===== config.mk =====
export PLATFORM = sky130hd
export DESIGN_NAME = pixel_distributor_flat
export DESIGN_NICKNAME = d
export VERILOG_FILES = /design/src/rtl/pixel_distributor_if.sv /design/src/rtl/pixel_distributor.sv /design/src/flat_wrapper.sv
export SDC_FILE = /design/constraint.sdc
export NUM_CORES = 1
export LEC_CHECK = 0
export ABC_AREA = 1
export BUFFER_PORTS_ARGS = -buffer_cell sky130_fd_sc_hd__buf_2
export CORE_AREA = 2 2 106 108
export DETAILED_ROUTE_END_ITERATION = 10
export DIE_AREA = 0 0 108 110
export PLACE_DENSITY = 0.74
export SLEW_MARGIN = 20
export SYNTH_ARGS = -nofsm -noshare
export SYNTH_HDL_FRONTEND = slang
export SYNTH_SLANG_ARGS = --single-unit

===== constraint.sdc =====
create_clock -name clk -period 2.7 [get_ports clk]
set_input_delay 0.54 -clock clk [delete_from_list [all_inputs] [get_ports clk]]
set_output_delay 0.54 -clock clk [all_outputs]
set_load 0.01 [all_outputs]

===== src/rtl/pixel_distributor_if.sv =====
// Engine pixel-request bus between the distributor (master) and the engine array (slave).
interface pixel_distributor_if #(
  parameter int PIXEL_DATA_WIDTH = 10,
  parameter int NUM_ENGINES      = 4
);
  logic                                    start;
  logic [NUM_ENGINES-1:0]                  engine_ready;
  logic [NUM_ENGINES*PIXEL_DATA_WIDTH-1:0] x0_out;
  logic [NUM_ENGINES*PIXEL_DATA_WIDTH-1:0] y0_out;
  logic [NUM_ENGINES-1:0]                  pixel_valid;
  logic                                    busy;
  logic                                    frame_done;

  // Per slot i: pixel_valid[i] says x0/y0 slot i holds an unconsumed pixel; engine_ready[i]
  // high while pixel_valid[i] is high means the engine has latched it, and the slot moves to
  // the next pixel one clock later. engine_ready on an invalid slot is ignored.
  modport master (
    input  start, engine_ready,
    output x0_out, y0_out, pixel_valid, busy, frame_done
  );

  modport slave (
    output start, engine_ready,
    input  x0_out, y0_out, pixel_valid, busy, frame_done
  );
endinterface


===== src/rtl/pixel_distributor.sv =====
// Raster-order pixel distributor feeding NUM_ENGINES engines, round-robin on engine_ready.
// Optional macro DISTRIBUTOR_PAUSE_EN adds a `pause` input that freezes loads and grants.
module pixel_distributor #(
  parameter int PIXEL_DATA_WIDTH = 10,
  parameter int NUM_ENGINES      = 4,
  parameter int SCREEN_WIDTH     = 640,
  parameter int SCREEN_HEIGHT    = 480
) (
  input  logic                      clk,
  input  logic                      reset,
`ifdef DISTRIBUTOR_PAUSE_EN
  input  logic                      pause,
`endif
  pixel_distributor_if.master       bus,
  output logic [1:0]                state_dbg
);

  localparam int W     = PIXEL_DATA_WIDTH;
  localparam int N     = NUM_ENGINES;
  localparam int IDX_W = (N > 1) ? $clog2(N) : 1;
  localparam logic [W-1:0]     X_LAST   = W'(SCREEN_WIDTH - 1);
  localparam logic [W-1:0]     Y_LAST   = W'(SCREEN_HEIGHT - 1);
  localparam logic [IDX_W-1:0] IDX_LAST = IDX_W'(N - 1);

  typedef enum logic [1:0] {
    IDLE  = 2'd0,
    PRIME = 2'd1,
    RUN   = 2'd2
  } state_t;

  state_t           state;
  logic [W-1:0]     cx, cy, nx, ny;
  logic             exhausted;
  logic             last_pixel;
  logic             active;
  logic [IDX_W-1:0] rr, prime_idx, grant_idx, scan_idx, rr_next;
  logic             grant_found;
  logic [N-1:0]     holdoff, eligible;
  logic [N*W-1:0]   x0_q, y0_q;
  logic [N-1:0]     valid_q;
  logic             busy_q, frame_done_q;

`ifdef DISTRIBUTOR_PAUSE_EN
  assign active = ~pause;
`else
  assign active = 1'b1;
`endif

  assign bus.x0_out      = x0_q;
  assign bus.y0_out      = y0_q;
  assign bus.pixel_valid = valid_q;
  assign bus.busy        = busy_q;
  assign bus.frame_done  = frame_done_q;
  assign state_dbg       = state;

  assign last_pixel = (cx == X_LAST) && (cy == Y_LAST);

  always_comb begin
    nx = cx + 1'b1;
    ny = cy;
    if (cx == X_LAST) begin
      nx = '0;
      ny = (cy == Y_LAST) ? '0 : cy + 1'b1;
    end
  end

  // holdoff masks a ready that is still high from the coordinate just replaced
  assign eligible = valid_q & bus.engine_ready & ~holdoff;

  always_comb begin
    grant_found = 1'b0;
    grant_idx   = '0;
    scan_idx    = rr;
    for (int k = 0; k < N; k++) begin
      if (!grant_found && eligible[scan_idx]) begin
        grant_found = 1'b1;
        grant_idx   = scan_idx;
      end
      scan_idx = (scan_idx == IDX_LAST) ? '0 : scan_idx + 1'b1;
    end
    rr_next = (grant_idx == IDX_LAST) ? '0 : grant_idx + 1'b1;
  end

  always_ff @(posedge clk) begin
    if (reset) begin
      state        <= IDLE;
      cx           <= '0;
      cy           <= '0;
      exhausted    <= 1'b0;
      rr           <= '0;
      prime_idx    <= '0;
      holdoff      <= '0;
      x0_q         <= '0;
      y0_q         <= '0;
      valid_q      <= '0;
      busy_q       <= 1'b0;
      frame_done_q <= 1'b0;
    end else begin
      frame_done_q <= 1'b0;
      holdoff      <= '0;
      case (state)
        IDLE: begin
          if (bus.start) begin
            cx        <= '0;
            cy        <= '0;
            exhausted <= 1'b0;
            prime_idx <= '0;
            busy_q    <= 1'b1;
            state     <= PRIME;
          end
        end
        PRIME: begin
          if (active) begin
            for (int i = 0; i < N; i++) begin
              if (IDX_W'(i) == prime_idx) begin
                x0_q[i*W +: W] <= cx;
                y0_q[i*W +: W] <= cy;
                valid_q[i]     <= 1'b1;
              end
            end
            cx <= nx;
            cy <= ny;
            if (last_pixel) exhausted <= 1'b1;
            // a screen smaller than the engine count stops priming early
            if (last_pixel || prime_idx == IDX_LAST) state <= RUN;
            else prime_idx <= prime_idx + 1'b1;
          end
        end
        RUN: begin
          if (active) begin
            if (exhausted && valid_q == '0) begin
              frame_done_q <= 1'b1;
              busy_q       <= 1'b0;
              state        <= IDLE;
            end else if (grant_found) begin
              rr <= rr_next;
              for (int i = 0; i < N; i++) begin
                if (IDX_W'(i) == grant_idx) begin
                  holdoff[i] <= 1'b1;
                  if (exhausted) begin
                    valid_q[i] <= 1'b0;
                  end else begin
                    x0_q[i*W +: W] <= cx;
                    y0_q[i*W +: W] <= cy;
                  end
                end
              end
              if (!exhausted) begin
                cx <= nx;
                cy <= ny;
                if (last_pixel) exhausted <= 1'b1;
              end
            end
          end
        end
        default: state <= IDLE;
      endcase
    end
  end

endmodule


===== src/flat_wrapper.sv =====
// flat-port wrapper written by rule: the top's interface ports become plain ports
module pixel_distributor_flat 
#(
  parameter int PIXEL_DATA_WIDTH = 10,
  parameter int NUM_ENGINES      = 4,
  parameter int SCREEN_WIDTH     = 640,
  parameter int SCREEN_HEIGHT    = 480
)
  (clk, reset, state_dbg, bus_start, bus_engine_ready, bus_x0_out, bus_y0_out, bus_pixel_valid, bus_busy, bus_frame_done);
  pixel_distributor_if #(.PIXEL_DATA_WIDTH(PIXEL_DATA_WIDTH), .NUM_ENGINES(NUM_ENGINES)) bus_i ();
  input  logic clk;
  input  logic reset;
  output logic [1:0] state_dbg;
  input wire logic [$bits(bus_i.start)-1:0] bus_start;
  input wire logic [$bits(bus_i.engine_ready)-1:0] bus_engine_ready;
  output wire logic [$bits(bus_i.x0_out)-1:0] bus_x0_out;
  output wire logic [$bits(bus_i.y0_out)-1:0] bus_y0_out;
  output wire logic [$bits(bus_i.pixel_valid)-1:0] bus_pixel_valid;
  output wire logic [$bits(bus_i.busy)-1:0] bus_busy;
  output wire logic [$bits(bus_i.frame_done)-1:0] bus_frame_done;
  assign bus_i.start = bus_start;
  assign bus_i.engine_ready = bus_engine_ready;
  assign bus_x0_out = bus_i.x0_out;
  assign bus_y0_out = bus_i.y0_out;
  assign bus_pixel_valid = bus_i.pixel_valid;
  assign bus_busy = bus_i.busy;
  assign bus_frame_done = bus_i.frame_done;
  pixel_distributor #(.PIXEL_DATA_WIDTH(PIXEL_DATA_WIDTH), .NUM_ENGINES(NUM_ENGINES), .SCREEN_WIDTH(SCREEN_WIDTH), .SCREEN_HEIGHT(SCREEN_HEIGHT)) u_core (.clk(clk), .reset(reset), .bus(bus_i), .state_dbg(state_dbg));
endmodule

# Yosys cells after proc, flatten, opt, wreduce, memory -nomap -nowiden
# Cells that the tools add are included.
op_classes:
  eq_ne: 32
  addsub: 7
  n_bitwise: 6
  order_cmp: 4
  n_reduce_logical: 33
  n_mux: 90
op_table:
  columns: ["operator", "n"]
  rows:
  - ["2-to-1 mux 10 bit", 28]
  - ["2-to-1 mux 40 bit", 4]
  - ["case mux 40 bit (2 select lines)", 2]
  - ["case mux 10 bit (3 select lines)", 2]
  - ["AND reduction 6 bit", 8]
  - ["2-to-1 mux 1 bit", 30]
  - ["2-to-1 mux 2 bit", 13]
  - ["!= test 2 x 1 -> 1 bit, second input constant", 13]
  - ["adder 10 x 1 -> 10 bit, second input constant", 2]
  - ["== test 2 bit, second input constant", 6]
  - ["< comparator 2 x 3 -> 1 bit, second input constant", 4]
  - ["AND reduction 3 bit", 4]
  - ["adder 2 x 1 -> 2 bit, second input constant", 5]
  - ["== test 10 bit, second input constant", 1]
  - ["== test 10 x 9 -> 1 bit, second input constant", 1]
  - ["AND reduction 5 bit", 2]
  - ["AND 4 bit", 2]
  - ["binary-select mux 1 bit (select 2 bit)", 4]
  - ["== test 2 bit, first input constant", 4]
  - ["2-to-1 mux 4 bit", 2]
  - ["!= test 2 bit, second input constant", 4]
  - ["case mux 4 bit (2 select lines)", 1]
  - ["logical NOT 2 bit", 3]
  - ["case mux 2 bit (3 select lines)", 1]
  - ["other kinds (15)", 26]
totals:
  inputBits: 7
  output_inout_bits: 88
  wordCells: 193
  reg_bits: 117

# Logic depth before layout (Yosys ltp)
# Gate-level depths: netlist of the first run.
logic_depth:
  ltp_word: 19
  mapped_depth: 20

# Least setup slack after synthesis of the first run
# No wires, ideal clock.
synth_path:
  kind: "reg-to-reg"
  from: "register u_core.rr[0]"
  to: "register u_core.y0_q[37], in the netlist u_core.bus.y0_out[37]"
  synth_period_minus_slack_ps: 2627
  path_stages_with_launch: 18
  setup_time_ps: 116
  path_slack_ps: 73
  n_path_buf: 1
  arrival_time_ps: 2512
  required_ps: 2584
  cell_sequence: "dfxtp_1 > ha_1 > inv_1 > nand2_1 > nand2_1 > nor2_1 > nor2_2 > nand3b_1 > o21ai_0 > inv_1 > ha_1 > o22ai_1 > nor2_1 > nand2_2 > inv_2 > buf_2 > nor2_1 > nor2_1"
synth_via:
  elab_chain_cells: 15
  elab_cells_between_ends: 35
  classes_between: "add/sub: 3; eq/ne: 6; mux: 19; reduce/logical: 7"
synth_rtl:
  columns: ["element", "line_no", "rtl"]
  rows:
  - ["start: declaration", "pixel_distributor.sv:36", "logic [IDX_W-1:0] rr, prime_idx, grant_idx, scan_idx, rr_next;"]
  - ["start signal: assignment", "pixel_distributor.sv:136", "rr <= rr_next;"]
  - ["branches (longest 14 deep; another with adder 2 x 1 -> 2 bit)", null, null]
  - ["AND reduction 6 bit (no source line) (*)", null, null]
  - ["end signal: indexed assignment", "pixel_distributor.sv:117", "y0_q[i*W +: W] <= cy;"]
  - ["end signal: indexed assignment", "pixel_distributor.sv:144", "y0_q[i*W +: W] <= cy;"]
  - ["end: declaration", "pixel_distributor.sv:39", "logic [N*W-1:0] x0_q, y0_q;"]
# Mark *: on every way between the ends. The select of a mux whose other input is x is not followed.
# A chain may end at the register's enable or synchronous reset.

# Final worst setup path of the first run
layout_path:
  from: "register u_core.rr[0]"
  to: "register u_core.y0_q[6], in the netlist u_core.bus.y0_out[6]"
layout_via:
  elab_chain_cells: 15
  elab_cells_between_ends: 35
  classes_between: "add/sub: 3; eq/ne: 5; mux: 19; reduce/logical: 8"
layout_rtl:
  columns: ["element"]
  rows:
  - ["branches (longest 14 deep; another with adder 2 x 1 -> 2 bit)"]
  - ["AND reduction 6 bit (no source line) (*)"]
# Marked as above.

==> results.py, run 1 <==
metrics = {
    "timing": {
        "slew_headroom_pct": 67.7,
        "grt_setup_unrepaired": "true",
        "drv_slew": 0,
        "tns_ps": 0,
        "timing.final.hold_violations": 0,
        "tightest_slew_ps": 483,
        "finClkSkew_ps": 8.47,
        "fin_crit_sh_pct": 99.0,
        "max_freq_ghz": 0.374,
        "layout_min_cycle_time_ps": 2670,
        "setup_viol": 0,
    },
    "synth": {
        "syn_nets": 772,
        "ys_ff_latch": 117,
        "syn_inst": 750,
        "syn_avg_cell_area_um2": 6.98,
        "ys_warn_count": 0,
        "ys_types": 32,
        "syn-cell-area_mm2": 0.00523,
        "ys.flop_type": "dfxtp_1",
        "synth_async_sr_flop_share_pct": 0,
        "synth-edff-count": 0,
        "seq_area_frac_synth_pct": 44.8,
    },
    "worst_setup_path": {
        "cp-start-kind": "register",
        "cp-startpoint": "u_core.rr[0]",
        "critPathRequiredTime_ps": 3120,
        "end_kind": "register",
        "worstPathArrival_ps": 3090,
        "r2r_cells": 16,
        "cp_max_fo": 10,
        "rr_endpoint": "u_core.bus.y0_out[6]",
        "r2r_slack_ps": 30,
        "path_class": "register to register",
        "r2r_start": "u_core.rr[0]",
    },
    "floorplan": {
        "boundaryPins": 95,
        "rows": 38,
        "dieHeight_um": 110,
        "core_mm2": 0.0107,
        "die-area_mm2": 0.0119,
        "start_util_pct": 48.9,
        "die_x_um": 108,
    },
    "cts": {
        "holdBufCountCts": 0,
        "root_buffer": "clkbuf_8",
        "path_clk_slew_ps": 60,
        "cts_max_path_buffers": 2,
        "htree_levels": 4,
        "cts_sinks": 117,
        "numCtsBuffers": 17,
        "clkLatencyLatePin_ps": 520,
        "cts_tree": "done",
    },
    "layout": {
        "synthToLayoutAreaGrowth_pct": 30.4,
        "final-seq-area_mm2": 0.00234,
        "multi_input_area_mm2": 0.00267,
        "n_antenna_cell": 0,
        "drive_above_1_share_pct": 25.7,
        "nNetsFinal": 887,
        "stdcell_area_mm2": 0.00682,
        "layout_common_cells": "nor2_1, dfxtp_1, buf_2",
        "n_fill_cell": 919,
        "final_common_cell": "nor2_1",
    },
    "grt": {
        "grt_pass1_vias": 4623,
        "grt_overflow": 0,
        "grt_max_degree": 87,
        "antenna_found_initial": 0,
        "grt.total_usage_pct": 23.5,
        "grt_pass1_wl_um": 22000,
    },
    "routing": {
        "vias_per_cell": 5.16,
        "first_pass_iters": 5,
        "drc": 0,
        "drt-wirelength-per-cell_um": 13.6,
        "drtIter0Drc": 325,
        "routed_wl_um": 13800,
        "via_count": 5256,
        "postRouteAntennaNets": 0,
    },
    "run": {
        "drv_cap": 0,
    },
    "run_status": {
        "status": "completed",
    },
    "place": {
        "hpwl_um": 8750,
        "port_buffers": 94,
        "gp_congestion": 0.906,
        "placed_area_mm2": 0.00592,
    },
    "power_and_ir_drop": {
        "power_leakage_nw": 3.16,
        "power.density_mw_per_mm2": 1560,
        "peakVddDrop_mv": 0.730,
    },
    "min_path": {
        "min-delay-start": "reset",
        "holdPathEnd": "u_core.cx[8]",
        "hp-class": "input pin to register",
        "holdPathStages": 2,
    },
}
[layer usage]
layer  up-vias  GRT usage, %  part of all wire, %
met2       183          38.6                   47
met4         0          6.23                  1.4
met3        19          5.29                  6.7
li1       2652             -                    -
met1      2402          31.5                   45
met5         -             0                    0
[worst max-delay path: stages (launching register included)]
cell and delay, ps:
dfxtp_2 340, ha_4 160, nor2_4 170, inv_2 90
nand2_1 100, nand2_1 60, nand2_1 50, nand2_1 60
nand3b_1 210, o21ai_2 270, ha_2 250, o22ai_2 90
nor2_1 120, nand2_2 120, buf_4 210, o21ai_0 180
nor2_1 60
[registers in the layout, summed over array words and instances (netlist names)]
register and count:
u_core.exhausted 1, u_core.prime_idx 2, u_core.bus.frame_done 1, u_core.bus.pixel_valid 4, u_core.bus.y0_out 40, u_core.rr 2
u_core.cy 10, u_core.cx 10, u_core.bus.busy 1, u_core.state_dbg 2, u_core.holdoff 4, u_core.bus.x0_out 40
[cells in the mapped netlist (4+ instances only)]
master	count	area, um^2
o22ai_1	4	25.0
o21ai_0	86	430
dfxtp_1	117	2340
nor2_1	232	871
nor3_1	10	50.1
ha_1	15	188
nand4_1	10	62.6
nand3_1	32	160
nand2_2	5	31.3
nand2_1	90	338
clkbuf_1	16	60.1
inv_2	7	26.3
a21oi_1	19	95.1
o21ai_1	15	75.1
buf_2	16	80.1
inv_1	55	206
[power breakdown]
group / internal (mW) / leakage [nW] / total [mW] / switching, mW
Sequential: 2.24 / 0.962 / 2.71 / 0.476
Combinational: 2.27 / 1.93 / 5.77 / 3.50
Clock: 1.27 / 0.276 / 2.15 / 0.883
Total: 5.77 / 3.16 / 10.6 / 4.86
[area by class of cell]
cell class              instances  area share, %
clock buffers                  18           6.27
clock inverters                14           2.09
inverters                      62           3.74
multi-input cells             535           39.1
flip-flops and latches        117           34.4
well taps                     140           2.57
repair buffers                131           11.8
repair inverters                1         0.0917
[kinds of logic after synthesis]
group,after synthesis,share of synthesized area [%]
AOI/OAI and AO/OA,130,12.8
and+or+nand+nor,388,30.8
adders and majority gates,15,3.59
DFF,117,44.8
xor gates and xnor gates,2,0.335
buffers and inverters,98,7.70
[per-stage QoR]
stage / worst slack, ps / total power [mW] / util, % / hold slack [ps] / cells
after floorplan: 72.6 / 6.04 / - / 461 / 750
after CTS: -5.95 / 10.0 / 61.9 / 369 / 1012
final: 27.7 / 10.6 / 63.8 / 368 / 1018
after detailed placement: -110 / 7.48 / 55.4 / 466 / 975
after global placement: -71.0 / 7.41 / 55.4 / 458 / 975
after global routing: -129 / 11.5 / 63.8 / 381 / 1018
[how the worst max path moves through the flow]
stage                            endpoint  slack [ps]
finish               u_core.bus.y0_out[6]          30
global route        u_core.bus.x0_out[12]        -130
CTS                  u_core.bus.y0_out[6]          -6
detailed placement  u_core.bus.y0_out[35]        -110
global placement    u_core.bus.x0_out[38]         -70
floorplan           u_core.bus.y0_out[37]          70
[timing repair]
item / 4_1_cts / 5_1_grt
gates resized for setup: 48 / 65
buffers inserted: 3 / 4
pin swaps: 6 / 9
gates cloned: 3 / 2
setup endpoints to repair: 65 / 82
Note: power is estimated with default switching activity, not from simulation.
==> inputs of run 2 (changes only) <==
--- a/config.mk
+++ b/config.mk
@@ -11,6 +11,7 @@
 export DETAILED_ROUTE_END_ITERATION = 10
 export DIE_AREA = 0 0 108 110
 export PLACE_DENSITY = 0.74
+export SETUP_SLACK_MARGIN = 0.05
 export SLEW_MARGIN = 20
 export SYNTH_ARGS = -nofsm -noshare
 export SYNTH_HDL_FRONTEND = slang
==> run 2 against run 1 <==
The run now ends with setup timing left. Hold slack better by 14 ps. Sequential cell count unchanged. Final area up 5.2%. Non-clock buffer count up 10. Critical path depth rose by 2. Critical path type unchanged. Total power grew 8.1%. Highest routed layer unchanged.
==> results.py, run 2 (synthesis gave the netlist of run 1 again) <==
metrics = {
    "floorplan": {
        "die_x_um": 108,
        "core_mm2": 0.0107,
        "rows": 38,
        "start_util_pct": 48.9,
        "boundaryPins": 95,
        "dieHeight_um": 110,
        "die-area_mm2": 0.0119,
    },
    "cts": {
        "cts_tree": "done",
        "cts_max_path_buffers": 2,
        "numCtsBuffers": 17,
        "htree_levels": 4,
        "root_buffer": "clkbuf_8",
        "path_clk_slew_ps": 60,
        "cts_sinks": 117,
        "clkLatencyLatePin_ps": 520,
    },
    "grt": {
        "antenna_found_initial": 0,
        "grt_pass1_wl_um": 22700,
        "grt_max_degree": 87,
        "grt_pass1_vias": 4718,
        "grt.total_usage_pct": 24.1,
        "grt_overflow": 0,
    },
    "worst_setup_path": {
        "crit_slowest_cell": "dfxtp_4",
        "cp_max_fo": 7,
        "critPathTopFamily": "simple AND/OR/NAND/NOR gates",
        "critPathBufInv": 3,
        "critPathRequiredTime_ps": 3110,
        "cp-start-kind": "register",
        "end_kind": "register",
        "crit_path_cell_trace": "ha_4 -> nor2_4 -> inv_4 -> nand2_2 -> nand2_2 -> nor2_4 -> nor2_4 -> nand3b_1 -> o211ai_1 -> o21ai_1 -> buf_4 -> ha_2 -> o22ai_2 -> nor2_2 -> nand2_4 -> buf_6 -> o21ai_1 -> nor2_1",
        "cpMostUsedCell": "nor2_4",
        "path_class": "register to register",
        "worstPathArrival_ps": 3200,
        "critPathMaxStageDelay_ps": 360,
    },
    "routing": {
        "wl_met2_um": 7140,
        "via_count": 5478,
        "first_pass_iters": 5,
        "postRouteAntennaNets": 0,
        "routed_wl_um": 14900,
        "drtIter0Drc": 349,
        "drt-wirelength-per-cell_um": 14.5,
        "vias_per_cell": 5.33,
        "drc": 0,
        "top_layer_used": "met4",
        "wl_met1_um": 6410,
        "wl_met3_um": 1050,
    },
    "timing": {
        "drv_slew": 0,
        "fin_crit_sh_pct": 103,
        "hold_ws_ps": 383,
        "layout_min_cycle_time_ps": 2790,
        "layout_setup_ws_ps": -92.1,
        "finClkSkew_ps": 7.74,
        "max_freq_ghz": 0.358,
        "grt_setup_unrepaired": "true",
        "timing.final.hold_violations": 0,
        "slew_headroom_pct": 65.8,
        "setup_viol": 62,
        "tightest_slew_ps": 513,
    },
    "layout": {
        "n_antenna_cell": 0,
        "nNetsFinal": 896,
        "layout_common_cells": "nor2_1, dfxtp_1, buf_2",
        "synthToLayoutAreaGrowth_pct": 37.2,
        "drive_above_1_share_pct": 31.7,
        "n_fill_cell": 869,
        "final_common_cell": "nor2_1",
    },
    "place": {
        "place_ws_ps": -110,
        "hpwl_um": 8750,
        "port_buffers": 94,
        "gp_congestion": 0.906,
    },
    "power_and_ir_drop": {
        "p_int_mw": 6.18,
        "power_leakage_nw": 3.27,
        "peakVddDrop_mv": 0.806,
        "clkPwrFrac_pct": 18.7,
        "combPwrFrac_pct": 57.3,
        "p_switching_mw": 5.31,
        "seqPwrFrac_pct": 24.0,
        "total_power_mw": 11.5,
        "switching_share_pct": 46.2,
        "power.density_mw_per_mm2": 1600,
    },
    "run_status": {
        "violations": "setup timing",
        "status": "finished with violations",
    },
    "min_path": {
        "hp-class": "input pin to register",
    },
    "run": {
        "drv_cap": 0,
    },
}
[run 2: changes by cell type in the layout (fill, tap and decap cells not counted), sizes merged]
| cell | before | now |
|---|---|---|
| buf | 131 | 140 |
| clkbuf | 18 | 19 |
| inv | 68 | 67 |
[run 2: per-stage QoR]
step	std cells	TNS (ps)	area [um^2]	util, %
after floorplan	750	0	5230	-
after global placement	975	-2080	5920	55.4
after detailed placement	975	-5020	5920	55.4
after CTS	1018	-96.8	6770	63.3
after global routing	1027	-12210	7180	67.1
final	1027	-2280	7180	67.1
[run 2: cell type report]
cell class | instances | area, um^2 | area share (%)
inverters | 62 | 268 | 3.73
flip-flops and latches | 117 | 2350 | 32.7
multi-input cells | 535 | 2890 | 40.2
clock buffers | 18 | 428 | 5.96
repair buffers | 141 | 928 | 12.9
well taps | 140 | 175 | 2.44
clock inverters | 14 | 143 | 1.99
[run 2: worst reg2reg max path, delay by kind of cell, from the launching register on]
family	cells	cell delay, ps
simple gates	9	1080
compound gates	4	440
fa+ha+maj	2	350
flops	1	360
buf+inv	3	460
[run 2: worst paths after layout]
check	from	endpoint	slack, ps	depth (start not counted)
max	u_core.rr[0]	u_core.bus.x0_out[17]	-90	18
min reg2reg	u_core.bus.y0_out[34]	u_core.bus.y0_out[34]	480	2
max reg2reg	u_core.rr[0]	u_core.bus.x0_out[17]	-90	18
min	bus_start	u_core.bus.busy	380	3
[run 2: repair_timing]
item / CTS / global route
cloned: 4 / 4
endpoints found under the setup margin: 80 / 84
endpoints found under the hold margin: 0 / 0
setup buffers: 7 / 6
gates resized for setup: 85 / 122
hold buffers: 0 / 0
pin swaps: 16 / 29
[run 2: per-layer routing]
metal | vias to the layer above | global-route usage (%)
met5 | - | 0
met4 | 0 | 6.41
met3 | 32 | 5.29
met2 | 225 | 39.8
met1 | 2550 | 32.2
li1 | 2671 | -
[run 2: power by group through the flow]
stage	combinational, mW	sequential [mW]	clock (mW)
2_1_floorplan	3.34	2.70	0
3_3_place_gp	4.72	2.70	0
3_5_place_dp	4.78	2.70	0
4_1_cts	5.51	2.70	2.16
5_1_grt	7.29	2.80	2.26
6_report	6.58	2.76	2.15
